**src/rtl/riscv_pkg.sv**
```systemverilog
// Shared definitions for the multicycle RISC-V core and its fetch stage.
package riscv_pkg;

    localparam int unsigned XLEN     = 32;
    localparam logic [31:0] EOF_WORD = 32'hFFFF_FFFF;

    // Major opcode groups (instr[6:0])
    localparam logic [6:0] R_I   = 7'b0110011;
    localparam logic [6:0] I_I   = 7'b0000011;
    localparam logic [6:0] Imm_I = 7'b0010011;
    localparam logic [6:0] S_I   = 7'b0100011;
    localparam logic [6:0] B_I   = 7'b1100011;
    localparam logic [6:0] U_I   = 7'b0110111;
    localparam logic [6:0] J_I   = 7'b1101111;
    localparam logic [6:0] AUIPC = 7'b0010111;

    // Pipeline step encodings of the multicycle core
    typedef enum logic [2:0] {
        IF  = 3'd0,
        ID  = 3'd1,
        EX  = 3'd2,
        MEM = 3'd3,
        WB  = 3'd4
    } stage_e;

endpackage

```
**src/rtl/riscv_sync_fifo.sv**
```systemverilog
// Small synchronous FIFO with flush; head entry is readable combinationally.
module riscv_sync_fifo #(
    parameter int unsigned WIDTH = 64,
    parameter int unsigned DEPTH = 4
) (
    input  logic                     clk,
    input  logic                     srst,
    input  logic                     push,
    input  logic [WIDTH-1:0]         push_data,
    input  logic                     pop,
    input  logic                     flush,
    output logic [WIDTH-1:0]         head_data,
    output logic [$clog2(DEPTH):0]   count,
    output logic                     full,
    output logic                     empty
);

    localparam int unsigned AW = $clog2(DEPTH);

    logic [WIDTH-1:0] mem_q [DEPTH];
    logic [AW-1:0]    wr_ptr_q, wr_ptr_d;
    logic [AW-1:0]    rd_ptr_q, rd_ptr_d;
    logic [AW:0]      count_q, count_d;
    logic             do_push, do_pop;

    // Pointer/count bookkeeping; flush wins over push and pop
    always_comb begin
        full     = (count_q == (AW+1)'(DEPTH));
        empty    = (count_q == '0);
        do_push  = push && (!full || pop);
        do_pop   = pop && !empty;
        wr_ptr_d = wr_ptr_q + AW'(do_push);
        rd_ptr_d = rd_ptr_q + AW'(do_pop);
        count_d  = count_q + (AW+1)'(do_push) - (AW+1)'(do_pop);
        if (flush) begin
            wr_ptr_d = '0;
            rd_ptr_d = '0;
            count_d  = '0;
        end
        head_data = mem_q[rd_ptr_q];
        count     = count_q;
    end

    // Storage array: written on push, no reset needed since count gates validity
    always_ff @(posedge clk) begin
        if (do_push && !flush) begin
            mem_q[wr_ptr_q] <= push_data;
        end
    end

    // Pointer and count registers
    always_ff @(posedge clk) begin
        if (srst) begin
            wr_ptr_q <= '0;
            rd_ptr_q <= '0;
            count_q  <= '0;
        end else begin
            wr_ptr_q <= wr_ptr_d;
            rd_ptr_q <= rd_ptr_d;
            count_q  <= count_d;
        end
    end

endmodule

```
**src/rtl/riscv_fetch_unit.sv**
```systemverilog
// Decoupled instruction fetch: streams imem words into a prefetch queue and
// hands {instr, pc} to decode; redirects flush, the EOF word stops fetching.
module riscv_fetch_unit
    import riscv_pkg::*;
#(
    parameter int unsigned DEPTH      = 4,
    parameter int unsigned IMEM_WORDS = 35,
    parameter int unsigned XLEN       = riscv_pkg::XLEN
) (
    input  logic            CLOCK_50,
    input  logic            reset,
    output logic            imem_rd_en,
    output logic [XLEN-1:0] imem_index,
    input  logic [XLEN-1:0] imem_rdata,
    input  logic            redirect_valid,
    input  logic [XLEN-1:0] redirect_pc,
    output logic            instr_valid,
    output logic [XLEN-1:0] instr,
    output logic [XLEN-1:0] instr_pc,
    input  logic            instr_ready,
    output logic            eof,
    output logic [15:0]     fetch_count
);

    localparam int unsigned CW = $clog2(DEPTH) + 1;

    logic [XLEN-1:0] fetch_pc_q, fetch_pc_d;
    logic            epoch_q, epoch_d;
    logic            inflight_q, inflight_d;
    logic [XLEN-1:0] inflight_pc_q, inflight_pc_d;
    logic            inflight_epoch_q, inflight_epoch_d;
    logic            inflight_oob_q, inflight_oob_d;
    logic            stop_q, stop_d;
    logic            eof_q, eof_d;
    logic [15:0]     fetch_count_q, fetch_count_d;

    logic [2*XLEN-1:0] fifo_head;
    logic [CW-1:0]     fifo_count;
    logic              fifo_full, fifo_empty;

    logic [XLEN-1:0] ret_word, head_instr, head_pc;
    logic            ret_accept, ret_is_eof, stop_now;
    logic [CW:0]     occupancy;
    logic            in_range, issue, pop;
    logic            unused_pc_bits;

    assign unused_pc_bits = ^redirect_pc[1:0];

    // Issue/return control; occupancy counts the read in flight so the queue
    // can never overflow. An EOF returning this cycle already blocks issue.
    always_comb begin
        imem_index = {2'b00, fetch_pc_q[XLEN-1:2]};
        in_range   = (imem_index < XLEN'(IMEM_WORDS));
        ret_word   = inflight_oob_q ? XLEN'(EOF_WORD) : imem_rdata;
        ret_accept = inflight_q && (inflight_epoch_q == epoch_q) && !stop_q
                     && !redirect_valid && !reset && !fifo_full;
        ret_is_eof = ret_accept && (ret_word == XLEN'(EOF_WORD));
        stop_now   = stop_q || ret_is_eof;
        occupancy  = {1'b0, fifo_count} + {{CW{1'b0}}, inflight_q};
        issue      = !reset && !stop_now && !redirect_valid && (occupancy < (CW+1)'(DEPTH));
        imem_rd_en = issue && in_range;
        head_instr = fifo_head[XLEN-1:0];
        head_pc    = fifo_head[2*XLEN-1:XLEN];
        instr_valid = !fifo_empty;
        pop         = instr_valid && instr_ready;
        instr       = instr_valid ? head_instr : '0;
        instr_pc    = instr_valid ? head_pc : '0;
        eof         = eof_q;
        fetch_count = fetch_count_q;
    end

    // Next-state for PC, epoch tag, in-flight tracking, stop/eof and counter
    always_comb begin
        fetch_pc_d       = fetch_pc_q;
        epoch_d          = epoch_q;
        inflight_d       = issue;
        inflight_pc_d    = inflight_pc_q;
        inflight_epoch_d = inflight_epoch_q;
        inflight_oob_d   = inflight_oob_q;
        stop_d           = stop_now;
        eof_d            = eof_q;
        fetch_count_d    = fetch_count_q;
        if (issue) begin
            fetch_pc_d       = fetch_pc_q + XLEN'(4);
            inflight_pc_d    = fetch_pc_q;
            inflight_epoch_d = epoch_q;
            inflight_oob_d   = !in_range;
        end
        if (pop) begin
            if (head_instr == XLEN'(EOF_WORD)) begin
                eof_d = 1'b1;
            end else begin
                fetch_count_d = fetch_count_q + 16'd1;
            end
        end
        if (redirect_valid) begin
            fetch_pc_d = {redirect_pc[XLEN-1:2], 2'b00};
            epoch_d    = ~epoch_q;
            stop_d     = 1'b0;
            eof_d      = 1'b0;
        end
    end

    // State registers
    always_ff @(posedge CLOCK_50) begin
        if (reset) begin
            fetch_pc_q       <= '0;
            epoch_q          <= 1'b0;
            inflight_q       <= 1'b0;
            inflight_pc_q    <= '0;
            inflight_epoch_q <= 1'b0;
            inflight_oob_q   <= 1'b0;
            stop_q           <= 1'b0;
            eof_q            <= 1'b0;
            fetch_count_q    <= '0;
        end else begin
            fetch_pc_q       <= fetch_pc_d;
            epoch_q          <= epoch_d;
            inflight_q       <= inflight_d;
            inflight_pc_q    <= inflight_pc_d;
            inflight_epoch_q <= inflight_epoch_d;
            inflight_oob_q   <= inflight_oob_d;
            stop_q           <= stop_d;
            eof_q            <= eof_d;
            fetch_count_q    <= fetch_count_d;
        end
    end

    riscv_sync_fifo #(
        .WIDTH (2*XLEN),
        .DEPTH (DEPTH)
    ) u_queue (
        .clk       (CLOCK_50),
        .srst      (reset),
        .push      (ret_accept),
        .push_data ({inflight_pc_q, ret_word}),
        .pop       (pop),
        .flush     (redirect_valid),
        .head_data (fifo_head),
        .count     (fifo_count),
        .full      (fifo_full),
        .empty     (fifo_empty)
    );

endmodule

```
**config.mk**
```make
export PLATFORM = sky130hd
export DESIGN_NAME = riscv_fetch_unit
export DESIGN_NICKNAME = d
export VERILOG_FILES = /design/src/rtl/riscv_pkg.sv /design/src/rtl/riscv_sync_fifo.sv /design/src/rtl/riscv_fetch_unit.sv
export SDC_FILE = /design/constraint.sdc
export NUM_CORES = 1
export LEC_CHECK = 0
export CAP_MARGIN = 20
export CORE_MARGIN = 2
export CORE_UTILIZATION = 54
export CTS_CLUSTER_SIZE = 10
export DETAILED_ROUTE_END_ITERATION = 7
export PLACE_DENSITY = 0.78
export SYNTH_ARGS = -nofsm -noshare
export SYNTH_HDL_FRONTEND = slang
export SYNTH_HIERARCHICAL = 1
export SYNTH_SLANG_ARGS = --single-unit
```
**constraint.sdc**
```tcl
create_clock -name CLOCK_50 -period 10.8 [get_ports CLOCK_50]
set_input_delay 1.62 -clock CLOCK_50 [delete_from_list [all_inputs] [get_ports CLOCK_50]]
set_output_delay 1.62 -clock CLOCK_50 [all_outputs]
set_load 0.1 [all_outputs]
```
Word-level counts from Yosys, hierarchy flattened

Memory sizes are Yosys's and may differ from the RTL's. A register that Yosys moved wholly into a read port is not among the register bits.
Index checks and enable logic that the tools add are counted.
W data, S select, Z words.

Register bits: 93
RAM bits: 256
Output and inout bits: 115
Memories kept: 1

Memory list:

| memory        | depth | width | read ports | clocked after Yosys merged registers in | write ports | line                  | text |
|---|---|---|---|---|---|---|---|
| u_queue.mem_q | 4     | 64    | 1          | 1                                       | 1           | riscv_sync_fifo.sv:20 | `logic [WIDTH-1:0] mem_q [DEPTH];` |

Add/subtract/negate cells: 7
$lt $le $gt $ge: 2
Equal/unequal tests: 4
Muxes and demuxes: 8
Bitwise operators: 2
Reductions and logical operators: 28

Operator list:

| kind                    | number |
|---|---|
| $mux W32                | 5 |
| $eq A32 B32 Y1 const B  | 2 |
| $add A32 B3 Y32 const B | 1 |
| $lt A30 B6 Y1 const B   | 1 |
| $add A16 B1 Y16 const B | 1 |
| $logic_and A1 B1 Y1     | 14 |
| $logic_not A1 Y1        | 7 |
| $add A2 B1 Y2           | 2 |
| $add A3 B1 Y4           | 1 |
| $lt A4 B3 Y1 const B    | 1 |
| $reduce_and A2 Y1       | 2 |
| $add A3 B1 Y3           | 1 |
| $eq A3 B3 Y1 const B    | 1 |
| $logic_not A3 Y1        | 1 |
| $sub A3 B1 Y3           | 1 |
| $logic_or A1 B1 Y1      | 2 |
| $mux W1                 | 2 |
| $mux W2                 | 1 |
| $not A1 Y1              | 2 |
| $reduce_bool A2 Y1      | 1 |
| $reduce_or A2 Y1        | 1 |
| $eq A1 B1 Y1            | 1 |

Longest topological paths before layout

Gate-level depths: netlist (run 1).

Depth in word-level cells: 14
Gate-level depth with buffers: 12
Gate-level depth less buffers: 10

Cells and area by module

The synthesis (run 1) kept the hierarchy.

By module, submodules not included:

| module           | times used | cells each | area each (µm²) | seq. area each (µm²) |
|---|---|---|---|---|
| riscv_sync_fifo  | 1          | 379        | 9714.3          | 7827.5 |
| riscv_fetch_unit | 1          | 645        | 4782.1          | 1641.6 |

Worst setup path after synthesis (run 1)

No wires, ideal clock.

Path type: input-to-reg
Start: in reset
End: mem u_queue.mem_q[3][0] (enable)
Library setup time: 0.666 ns
Data arrival time: 9.106 ns
Required time: 10.134 ns
Slack: 1.028 ns
Stages: 6
Cells stage by stage: buf_2 nor2_4 and4_1 clkbuf_1 nand2_1 nor4b_1

Word-level cells in the longest chain between the ends: 7

RTL lines:

| item                             | line                   | text |
|---|---|---|
| start: declaration               | riscv_fetch_unit.sv:11 | `input logic reset,` |
| $logic_not A1 Y1                 | riscv_fetch_unit.sv:56 | `&& !redirect_valid && !reset && !fifo_full;` |
| $logic_and A1 B1 Y1 (2 in a row) | riscv_fetch_unit.sv:56 |  |
| named net ret_accept             | riscv_fetch_unit.sv:42 | `logic ret_accept, ret_is_eof, stop_now;` |
| $logic_and A1 B1 Y1              | riscv_sync_fifo.sv:30  | `do_push = push && (!full \|\| pop);` |
| $logic_and A1 B1 Y1              | riscv_sync_fifo.sv:46  | `if (do_push && !flush) begin` |
| $mux W1                          | riscv_sync_fifo.sv:46  |  |
| $mux W1 (implied by the code)    | riscv_sync_fifo.sv:47  | `mem_q[wr_ptr_q] <= push_data;` |
| end: declaration                 | riscv_sync_fifo.sv:20  |  |

The timed path passes the listed nets, and every way through them passes these cells.

Worst setup path after layout (run 1)

Start: in redirect_valid
End: out imem_rd_en

Word-level cells in the longest chain between the ends: 11

RTL lines:

| item                                 | line                                           | text |
|---|---|---|
| start: declaration                   | riscv_fetch_unit.sv:15                         | `input logic redirect_valid,` |
| $logic_not A1 Y1 (*)                 | riscv_fetch_unit.sv:56, riscv_fetch_unit.sv:60 |  |
| $logic_and A1 B1 Y1 (3 in a row)     | riscv_fetch_unit.sv:56                         |  |
| $logic_and A1 B1 Y1                  | riscv_fetch_unit.sv:57                         | `ret_is_eof = ret_accept && (ret_word == XLEN'(EOF_WORD));` |
| $logic_or A1 B1 Y1                   | riscv_fetch_unit.sv:58                         | `stop_now = stop_q \|\| ret_is_eof;` |
| $logic_not A1 Y1                     | riscv_fetch_unit.sv:60                         | `issue = !reset && !stop_now && !redirect_valid && (occupancy < (CW+1)'(DEPTH));` |
| $logic_and A1 B1 Y1                  | riscv_fetch_unit.sv:60                         |  |
| $logic_and A1 B1 Y1 (*) (2 in a row) | riscv_fetch_unit.sv:60                         |  |
| $logic_and A1 B1 Y1 (*)              | riscv_fetch_unit.sv:61                         | `imem_rd_en = issue && in_range;` |
| end: declaration                     | riscv_fetch_unit.sv:12                         | `output logic imem_rd_en,` |

Every way passes the cells marked *; elsewhere a longest branch is shown, timed or not.

==> results.tsv, run 1 <==
stage	metric	value	unit
sta	skew	0.01832	ns
clocking	cts_root_buf	clkbuf_16	
sta	slew_headroom	0.3002	
layout	fin_nets	1281	
logic_synthesis	netlist_area	0.01450	mm2
worst_setup_path	path_cells	clkdlybuf4s50_1 > buf_4 > nor2_4 > nand2_1 > a21o_1 > nand2b_4 > nor4_1 > clkdlybuf4s50_1	
detailed_routing	drc_errors	0	
placement	io_buffer_count	178	
clocking	cts_setup_buffers	0	
placement	hpwl	20.48	mm
floorplanning	die_area	0.02817	mm2
layout	syn2layout_area_growth	21.93	%
clocking	post_cts_resize_count	0	
sta	fmax	138.6	MHz
floorplanning	core_area	0.02621	mm2
grt	grt_pass1_vias	9251	
clocking	cts_max_path_buffers	3	
run	maxCapViolCount	0	
logic_synthesis	synth-seq-cells	345	
grt	grt_overflow	0	
layout	drive_above_1_share	0.1448	
clocking	cts.reportedPaths.clkPinSlew	0.06	ns
logic_synthesis	synthSimpleGateAreaFrac	0.1395	
layout	final_cell_area	0.01768	mm2
detailed_routing	routedWlPerCell	21.29	um
floorplanning	die_x	167.8	um
detailed_routing	drtAntennaViolNets	0	
detailed_routing	vias	9379	
sta	fin_setup_tns	0	ns
logic_synthesis	synth_compound_area_frac	0.05645	
sta	tightest_slew	1.046	ns
pwr	irDropWorstVdd	109.3	uV
worst_setup_path	endpoint_kind	output pin	
outcome	outcome	finished, final reports clean	
worst_setup_path	cp_top_family	buffers and inverters	
layout	n_antenna_cell	0	
floorplanning	die_h	167.8	um
placement	gp_congestion	0.8355	
detailed_routing	first_pass_iters	6	
detailed_routing	routed_via_density	5.970	
logic_synthesis	synth_edf_count	256	
detailed_routing	wirelength	33.45	mm
grt	grt_pass1_wl	51.56	mm
clocking	cts-hold-fix-buffers	0	
worst_setup_path	path_max_fanout	49	
grt	grt_max_degree	72	
worst_setup_path	crit_buf_inv	3	
placement	place_area	0.01653	mm2
grt	track_usage	0.2362	
layout	fin_util	0.6745	
sta	drv_slew	0	
pwr	finalPower	2.841	mW
grt	antenna_found_initial	2	
clocking	htreeDepth	2	
floorplanning	start_util	0.5532	
pwr	p_leak	5.765	nW
logic_synthesis	syn_area_per_cell	14.16	um2
floorplanning	rows	59	
sta	period_minus_slack	7.214	ns
clocking	cts_tree	done	
logic_synthesis	ys_async_sr_fraction	0	
sta	period_share	0.6680	
floorplanning	ios	183	
logic_synthesis	synth_mux_area_frac	0.1017	
logic_synthesis	synthDistinctLibCells	68	
clocking	clkSinkCount	345	
worst_setup_path	cp_slowest_cell	clkdlybuf4s50_1	
clocking	cts_buffers	40	
logic_synthesis	synthAdderAreaFrac	0.004833	
worst_setup_path	cp_data_arrival_time	5.59	ns
clocking	clock_latency	0.51	ns
sta	finalSetupViolCount	0	
worst_setup_path	cp_common_cell	clkdlybuf4s50_1	
logic_synthesis	synth_flop_cell	edfxtp_1	
worst_setup_path	required	9.18	ns
hold_path	hold_path_class	reg -> reg	
logic_synthesis	synth_warnings	6	
pwr	p_per_area	160.7	mW/mm2
detailed_routing	drtIter0Drc	926	
worst_setup_path	crit_type	in -> out	
sta	setup_ws	3.586	ns
logic_synthesis	ys_seq_area_frac	0.6532	
logic_synthesis	synth_xor_area_frac	0.01372	
sta	finalHoldViolations	0	
logic_synthesis	synth_top_family_by_area	simple AND/OR/NAND/NOR gates	
worst_setup_path	critPathLaunchType	primary input	
layout	final.fill_count	1811	
sta	rsz0062_at_grt	false	
worst_setup_path	critPathMaxStageDelay	1.26	ns
logic_synthesis	syn_inst	1024	
placement	dp_slack	3.645	ns
## synthesized netlist by cell type (3+ instances only)
library cell  instances  area [um2]
nand3b_1              3       22.52
xor2_1                9       78.83
dfxtp_1              89        1782
o31a_1                7       61.31
o32ai_1               3       26.28
ha_1                  4       50.05
xnor2_1              11       96.34
nor3_1               18       90.09
nand3_1              19       95.09
buf_2                24       120.1
buf_4                 5       37.54
edfxtp_1            256        7687
clkbuf_1             28       105.1
and3_1                6       37.54
a21oi_1              55       275.3
a21o_1                3       22.52
a22oi_1               7       52.55
nand4_1              29       181.4
nor2_1               43       161.4
or3_1                 3       18.77
nor3b_1               3       22.52
buf_12                4       80.08
inv_1                20       75.07
and2_1                6       37.54
nand2_1             106       397.9
o21ai_0              13       65.06
or4_1                 5       37.54
o31ai_1               6       45.04
o211ai_1              7       52.55
nor4_1               13       81.33
or2_2                37       231.5
and4_1                5       43.79
a31oi_1               3       18.77
mux4_2               64        1441
nor2b_1              66       412.9
## where the power goes
part	internal (mW)	total (mW)	switching [mW]	leakage, nW
registers	1.44	1.46	0.0257	3.13
clock network	0.711	1.19	0.475	0.546
logic	0.0619	0.191	0.129	2.09
total	2.21	2.84	0.630	5.76
## placed cells by master, fill, tap and decap left out, types with 6 or more instances in the layout
master and instances:
clkbuf_16 41, inv_1 20, nand2_1 106, xor2_1 9, xnor2_1 11, a22oi_1 7
or2_2 37, conb_1 10, nor4_1 11, nand4_1 29, edfxtp_1 256, mux4_2 64
nor2b_1 66, and2_1 6, nand3_1 19, nor2_1 43, o31ai_1 6, and3_1 6
dfxtp_1 87, nor3_1 17, clkdlybuf4s50_1 177, a21oi_1 55, buf_4 18, o211ai_1 7
clkbuf_1 28, o21ai_0 13, o31a_1 7
## registers in the layout, summed over array words and instances (netlist names)
signal and flops:
eof 1, u_queue/rd_ptr_q 2, inflight_q 1, u_queue/mem_q 256, inflight_pc_q 30, inflight_epoch_q 1, fetch_count 16, fetch_pc_q 30
epoch_q 1, u_queue/count 3, stop_q 1, u_queue/wr_ptr_q 2, inflight_oob_q 1
## through the flow
step / std cells / hold WS, ns
3_5_place_dp: 1501 / 0.4666
4_1_cts: 1571 / 0.4740
3_3_place_gp: 1501 / 0.4562
2_1_floorplan: 1033 / 0.4488
5_1_grt: 1571 / 0.4981
6_report: 1571 / 0.4742
## worst reg2reg max path, cell delays in order, from the launching register on
cell     delay (ns)
dfxtp_4        0.59
buf_4          0.84
mux4_2         0.54
nand4_1        0.12
or4_1          0.63
o31ai_1        0.70
or3_1          0.22
xor2_1         0.15
nor2_1         0.05
## final timing paths
kind / start / to / slack, ns / cells past startpoint
worst max register to register: u_queue/rd_ptr_q[0]$_SDFF_PP0_ / fetch_count[4]$_SDFFE_PP0P_ / 6.82 / 8
worst max-delay path: redirect_valid / imem_rd_en / 3.59 / 8
worst min register to register: inflight_epoch_q$_SDFFE_PP0P_ / inflight_epoch_q$_SDFFE_PP0P_ / 0.47 / 2
worst min-delay path: inflight_epoch_q$_SDFFE_PP0P_ / inflight_epoch_q$_SDFFE_PP0P_ / 0.47 / 2
## layout make-up
class                           count  area [um2]  area share
Clock buffer                       70        1145     0.06477
Inverter                           20       75.07    0.004247
Multi-Input combinational cell    605        4651      0.2631
Sequential cell                   345        9474      0.5360
Tap cell                          335       419.2     0.02371
Timing Repair Buffer              196        1912      0.1082
## routing by layer
layer / vias up / track usage / wire length (um)
met5: - / 0 / 14
met2: 465 / 0.3909 / 16060
met4: 2 / 0.05898 / 572
li1: 4231 / - / -
met3: 52 / 0.05618 / 3104
met1: 4629 / 0.3196 / 13700
## cells by family (layout without fill, tap and decap cells)
logic type / after synthesis / count (layout)
simple gates: 375 / 375
flops: 345 / 345
compound gates: 127 / 127
buf+inv: 83 / 286
mux: 67 / 67
xor+xnor: 21 / 21
fa+ha+maj: 5 / 5
other cells: 1 / 10
No activity file was read; power rests on OpenSTA's default activity.
==> inputs of run 2 (changes only) <==
==> constraint.sdc (replaced) <==
create_clock -name CLOCK_50 -period 7.15 [get_ports CLOCK_50]
set_input_delay 1.0725 -clock CLOCK_50 [delete_from_list [all_inputs] [get_ports CLOCK_50]]
set_output_delay 1.0725 -clock CLOCK_50 [all_outputs]
set_load 0.1 [all_outputs]
==> run 2 against run 1 <==
  * Flip-flop and latch count stayed put
  * Count of clock-buffer cells in the layout up 1
  * Worst setup slack worse by 1.5 ns
  * Largest power group unchanged
  * Highest routed layer unchanged
==> results.tsv, run 2 (synthesized netlist as in run 1, its figures left out) <==
stage	metric	value	unit
outcome	outcome	finished, final reports clean	
detailed_routing	drtIter0Drc	794	
hold_path	hold_path_class	reg -> reg	
grt	grt_pass1_vias	9183	
detailed_routing	routed_via_density	5.940	
floorplanning	die_area	0.02817	mm2
worst_setup_path	r2r_cells	8	
layout	final_cell_area	0.01774	mm2
sta	skew	0.02233	ns
placement	io_buffer_count	178	
sta	setup_ws	2.067	ns
layout	fin_cells	1572	
clocking	cts-hold-fix-buffers	0	
placement	dp_slack	2.103	ns
grt	grt_pass1_wl	51.27	mm
worst_setup_path	r2r_slack	3.40	ns
layout	layout_common_cells	edfxtp_1 (256), clkdlybuf4s50_1 (176), nand2_1 (106), dfxtp_1 (87), nor2b_1 (66)	
sta	fin_hold_ws	0.4764	ns
pwr	intPower	3.344	mW
placement	hpwl	20.72	mm
clocking	cts_max_path_buffers	3	
clocking	htreeDepth	2	
layout	fin_nets	1281	
floorplanning	die_x	167.8	um
layout	drive_above_1_share	0.1455	
pwr	p_switching	953.1	uW
sta	tightest_slew	1.102	ns
sta	fmax	196.7	MHz
sta	finalHoldViolations	0	
worst_setup_path	endpoint_kind	output pin	
layout	largest_reg_flops	256	
grt	grt_max_degree	71	
worst_setup_path	startpoint	redirect_valid	
worst_setup_path	required	6.08	ns
detailed_routing	wirelength	32.88	mm
clocking	clock_latency	0.52	ns
clocking	cts_buffers	40	
clocking	post_cts_resize_count	0	
grt	track_usage	0.2336	
pwr	swShare	0.2218	
sta	period_minus_slack	5.083	ns
sta	slew_headroom	0.2637	
floorplanning	core_area	0.02621	mm2
layout	top_regs	u_queue/mem_q: 256 flops, fetch_pc_q: 30 flops, inflight_pc_q: 30 flops	
detailed_routing	vias	9338	
detailed_routing	routedWlPerCell	20.91	um
detailed_routing	first_pass_iters	6	
sta	period_share	0.7109	
placement	gp_congestion	0.8595	
pwr	p_leak	5.777	nW
placement	place_area	0.01656	mm2
worst_setup_path	crit_type	in -> out	
layout	top_register	u_queue/mem_q	
layout	fin_util	0.6768	
sta	finalSetupViolCount	0	
detailed_routing	drc_errors	0	
floorplanning	die_h	167.8	um
worst_setup_path	critPathLaunchType	primary input	
pwr	irDropWorstVdd	148.2	uV
pwr	p_seq_frac	0.515	
layout	layout_commonest_cell	edfxtp_1	
pwr	p_per_area	242.3	mW/mm2
run	maxCapViolCount	0	
floorplanning	ios	183	
clocking	cts_root_buf	clkbuf_16	
floorplanning	rows	59	
sta	rsz0062_at_grt	false	
worst_setup_path	path_max_fanout	49	
worst_setup_path	reg2reg_from	u_queue/rd_ptr_q[0]$_SDFF_PP0_	
pwr	finalPower	4.297	mW
clocking	cts.reportedPaths.clkPinSlew	0.05	ns
worst_setup_path	r2r-end	fetch_count[4]$_SDFFE_PP0P_	
layout	syn2layout_area_growth	22.35	%
floorplanning	start_util	0.5532	
clocking	cts_setup_buffers	0	
layout	n_antenna_cell	0	
clocking	cts_tree	done	
worst_setup_path	crit_end	imem_rd_en	
placement	place_inst	1500	
worst_setup_path	cp_data_arrival_time	4.01	ns
sta	drv_slew	0	
grt	antenna_found_initial	1	
pwr	combPwrFrac	0.067	
sta	fin_setup_tns	0	ns
clocking	clkSinkCount	345	
detailed_routing	drtAntennaViolNets	0	
grt	grt_overflow	0	
pwr	clockPowerShare	0.418	
run 2: metal layers:
metal  part of all wire  wire length (um)  global-route usage  vias to the layer above
met5            0.00043                14                   0                        -
met4              0.020               664             0.06314                        2
met3              0.085              2798             0.05900                       56
met2               0.47             15460              0.3681                      389
met1               0.42             13940              0.3287                     4646
li1                   -                 -                   -                     4245
run 2: area by class of cell:
class	instances	area [um2]
clock buffers	71	1149
inverters	20	75.07
repair buffers	196	1933
well taps	335	419.2
fillers	1866	8471
flip-flops and latches	345	9474
multi-input cells	605	4686
run 2: worst min path at each step:
stage	from	slack [ns]	cells past startpoint	endpoint
4_1_cts	inflight_epoch_q$_SDFFE_PP0P_	0.47	2	inflight_epoch_q$_SDFFE_PP0P_
3_5_place_dp	inflight_epoch_q$_SDFFE_PP0P_	0.47	2	inflight_epoch_q$_SDFFE_PP0P_
6_report	inflight_epoch_q$_SDFFE_PP0P_	0.48	2	inflight_epoch_q$_SDFFE_PP0P_
5_1_grt	inflight_epoch_q$_SDFFE_PP0P_	0.51	2	inflight_epoch_q$_SDFFE_PP0P_
3_3_place_gp	eof$_SDFFE_PP0P_	0.45	1	eof$_SDFFE_PP0P_
2_1_floorplan	inflight_epoch_q$_SDFFE_PP0P_	0.45	2	inflight_epoch_q$_SDFFE_PP0P_
run 2: power groups by stage:
stage,Sequential [mW],Clock [mW],Combinational [mW]
6_report,2.21,1.80,0.289
3_5_place_dp,2.25,0,0.281
3_3_place_gp,2.25,0,0.276
4_1_cts,2.21,1.83,0.283
2_1_floorplan,2.33,0,0.102
5_1_grt,2.21,1.91,0.306
run 2: critical path: stages:
cell and delay, ns:
clkdlybuf4s50_1 0.40, buf_4 0.27, nor2_4 0.25, nand2_1 0.38, a21o_1 0.29, nand2b_4 0.41, nor4_1 0.51, buf_4 0.38
==> inputs of run 3 (changes only) <==
--- a/config.mk
+++ b/config.mk
@@ -7,10 +7,10 @@
 export LEC_CHECK = 0
 export CAP_MARGIN = 20
 export CORE_MARGIN = 2
-export CORE_UTILIZATION = 54
+export CORE_UTILIZATION = 50
 export CTS_CLUSTER_SIZE = 10
 export DETAILED_ROUTE_END_ITERATION = 7
-export PLACE_DENSITY = 0.78
+export PLACE_DENSITY = 0.76
 export SYNTH_ARGS = -nofsm -noshare
 export SYNTH_HDL_FRONTEND = slang
 export SYNTH_HIERARCHICAL = 1
==> constraint.sdc (replaced) <==
create_clock -name CLOCK_50 -period 4.2 [get_ports CLOCK_50]
set_input_delay 0.63 -clock CLOCK_50 [delete_from_list [all_inputs] [get_ports CLOCK_50]]
set_output_delay 0.63 -clock CLOCK_50 [all_outputs]
set_load 0.1 [all_outputs]
==> run 3 against run 2 <==
  * Final cell count up 3.2%
  * Count of clock-buffer cells in the layout down 10
  * Global-route usage down 2.0 points
  * Wire length down 1.2%
==> results.tsv, run 3 (synthesized netlist as in run 1, its figures left out) <==
stage	metric	value	unit
detailed_routing	routedWlPerCell	20.01	um
layout	fin_nets	1291	
worst_setup_path	endpoint_kind	output pin	
clocking	cts.reportedPaths.clkPinSlew	0.05	ns
hold_path	hold_end	inflight_epoch_q$_SDFFE_PP0P_	
sta	fin_setup_tns	0	ns
worst_setup_path	critPathMaxStageDelay	0.57	ns
worst_setup_path	cp_top_family	simple AND/OR/NAND/NOR gates	
worst_setup_path	cp_slowest_cell	clkdlybuf4s50_1	
detailed_routing	drtIter0Drc	892	
floorplanning	start_util	0.5064	
floorplanning	die_h	174.3	um
sta	slew_headroom	0.3129	
worst_setup_path	critPathLaunchType	primary input	
sta	finalSetupViolCount	0	
grt	antenna_found_initial	0	
worst_setup_path	path_max_fanout	19	
clocking	cts_buffers	40	
worst_setup_path	required	3.57	ns
layout	fin_cells	1623	
grt	grt_pass1_vias	9046	
floorplanning	die_area	0.03037	mm2
layout	n_antenna_cell	0	
layout	largest_reg_flops	256	
floorplanning	ios	183	
floorplanning	rows	62	
layout	final_cell_area	0.01774	mm2
outcome	outcome	finished, final reports clean	
hold_path	whs_path_depth	2	
sta	fmax	281.9	MHz
grt	grt_overflow	0	
worst_setup_path	crit_buf_inv	2	
placement	place_area	0.01662	mm2
layout	layout_commonest_cell	edfxtp_1	
detailed_routing	drc_errors	0	
sta	finalHoldViolations	0	
clocking	htreeDepth	2	
clocking	cts_tree	done	
clocking	clock_latency	0.52	ns
floorplanning	core_area	0.02863	mm2
placement	hpwl	20.67	mm
hold_path	hold_start	inflight_epoch_q$_SDFFE_PP0P_	
layout	top_register	u_queue/mem_q	
worst_setup_path	reg2reg_from	u_queue/rd_ptr_q[0]$_SDFF_PP0_	
grt	grt_pass1_wl	50.87	mm
clocking	post_cts_resize_count	0	
grt	track_usage	0.2141	
run	maxCapViolCount	0	
clocking	cts_setup_buffers	0	
worst_setup_path	r2r_slack	1.14	ns
sta	skew	0.01132	ns
floorplanning	die_x	174.3	um
hold_path	hold_path_class	reg -> reg	
clocking	cts_root_buf	clkbuf_16	
sta	setup_ws	0.6532	ns
placement	dp_slack	0.6980	ns
worst_setup_path	r2r-end	fetch_count[7]$_SDFFE_PP0P_	
layout	layout_common_cells	edfxtp_1 (256), clkdlybuf4s50_1 (112), nand2_1 (106), dfxtp_1 (87), buf_4 (87)	
pwr	irDropWorstVdd	255.3	uV
layout	drive_above_1_share	0.2074	
placement	gp_congestion	0.8524	
worst_setup_path	path_cells	clkdlybuf4s50_1 > nor2_4 > and4_1 > a21o_1 > nand2b_4 > nor4_2 > buf_12	
worst_setup_path	cp_data_arrival_time	2.92	ns
sta	tightest_slew	1.027	ns
worst_setup_path	r2r_cells	8	
detailed_routing	first_pass_iters	5	
placement	io_buffer_count	178	
clocking	clkSinkCount	345	
sta	period_minus_slack	3.547	ns
detailed_routing	drtAntennaViolNets	0	
placement	place_inst	1560	
pwr	p_per_area	410.3	mW/mm2
layout	top_regs	u_queue/mem_q: 256 flops, fetch_pc_q: 30 flops, inflight_pc_q: 30 flops	
pwr	p_leak	5.959	nW
clocking	cts_max_path_buffers	3	
sta	drv_slew	0	
worst_setup_path	crit_type	in -> out	
sta	period_share	0.8445	
detailed_routing	vias	9209	
layout	final.fill_count	2105	
detailed_routing	routed_via_density	5.674	
grt	grt_max_degree	70	
sta	rsz0062_at_grt	false	
layout	syn2layout_area_growth	22.37	%
detailed_routing	wirelength	32.48	mm
clocking	cts-hold-fix-buffers	0	
run 3: changes by cell type in the layout (fill, tap and decap cells not counted):
cell             delta
buf_16              -1
buf_6               -1
clkdlybuf4s50_1    -64
buf_4              +70
inv_1               -1
inv_2               +1
nor4_2              +1
clkbuf_8            -1
clkbuf_1            -9
inv_6               +2
nor4_1              -1
buf_12              +6
run 3: area by class of cell:
class	count	area [um2]	area share
clock buffer	61	1101	0.06207
sequential	345	9474	0.5341
multi-input combinational	605	4692	0.2645
tap	384	480.5	0.02708
inverter	20	75.07	0.004232
timing repair buffer	206	1899	0.1071
clock inverter	2	17.52	0.0009874
run 3: worst max path at each step:
stage                     cells after the start                             to                        start  slack (ns)
after detailed placement                      7                     imem_rd_en               redirect_valid        0.70
after CTS                                     7                     imem_rd_en               redirect_valid        0.67
after global routing                          7                     imem_rd_en  u_queue/count[2]$_SDFF_PP0_        0.50
final                                         7                     imem_rd_en               redirect_valid        0.65
after global placement                        7                     imem_rd_en               redirect_valid        0.70
after floorplan                               6  u_queue/mem_q[1][0]$_DFFE_PP_                        reset        0.01
run 3: where the power goes:
group          switching (mW)  internal, mW
combinational           0.327         0.162
clock                    1.24          1.79
sequential             0.0660          3.70
run 3: per-layer routing:
layer	vias up	track usage	wire length, um
li1	4245	-	-
met1	4513	0.3050	13960
met2	415	0.3408	15370
met3	36	0.04987	2744
met4	0	0.04342	397
met5	-	0	0
run 3: stage by stage:
step / hold slack (ns) / utilization / total power, mW
floorplan: 0.4488 / - / 4.136
global placement: 0.4561 / 0.5806 / 4.308
detailed placement: 0.4609 / 0.5806 / 4.316
CTS: 0.4681 / 0.6197 / 7.333
global route: 0.4900 / 0.6197 / 7.500
finish: 0.4661 / 0.6197 / 7.278
run 3: tightest hold or removal path: cells and delay by family, from the launching register on:
kind | cells | cell delay, ns
compound gates | 1 | 0.05
simple gates | 1 | 0.05
flops | 1 | 0.31
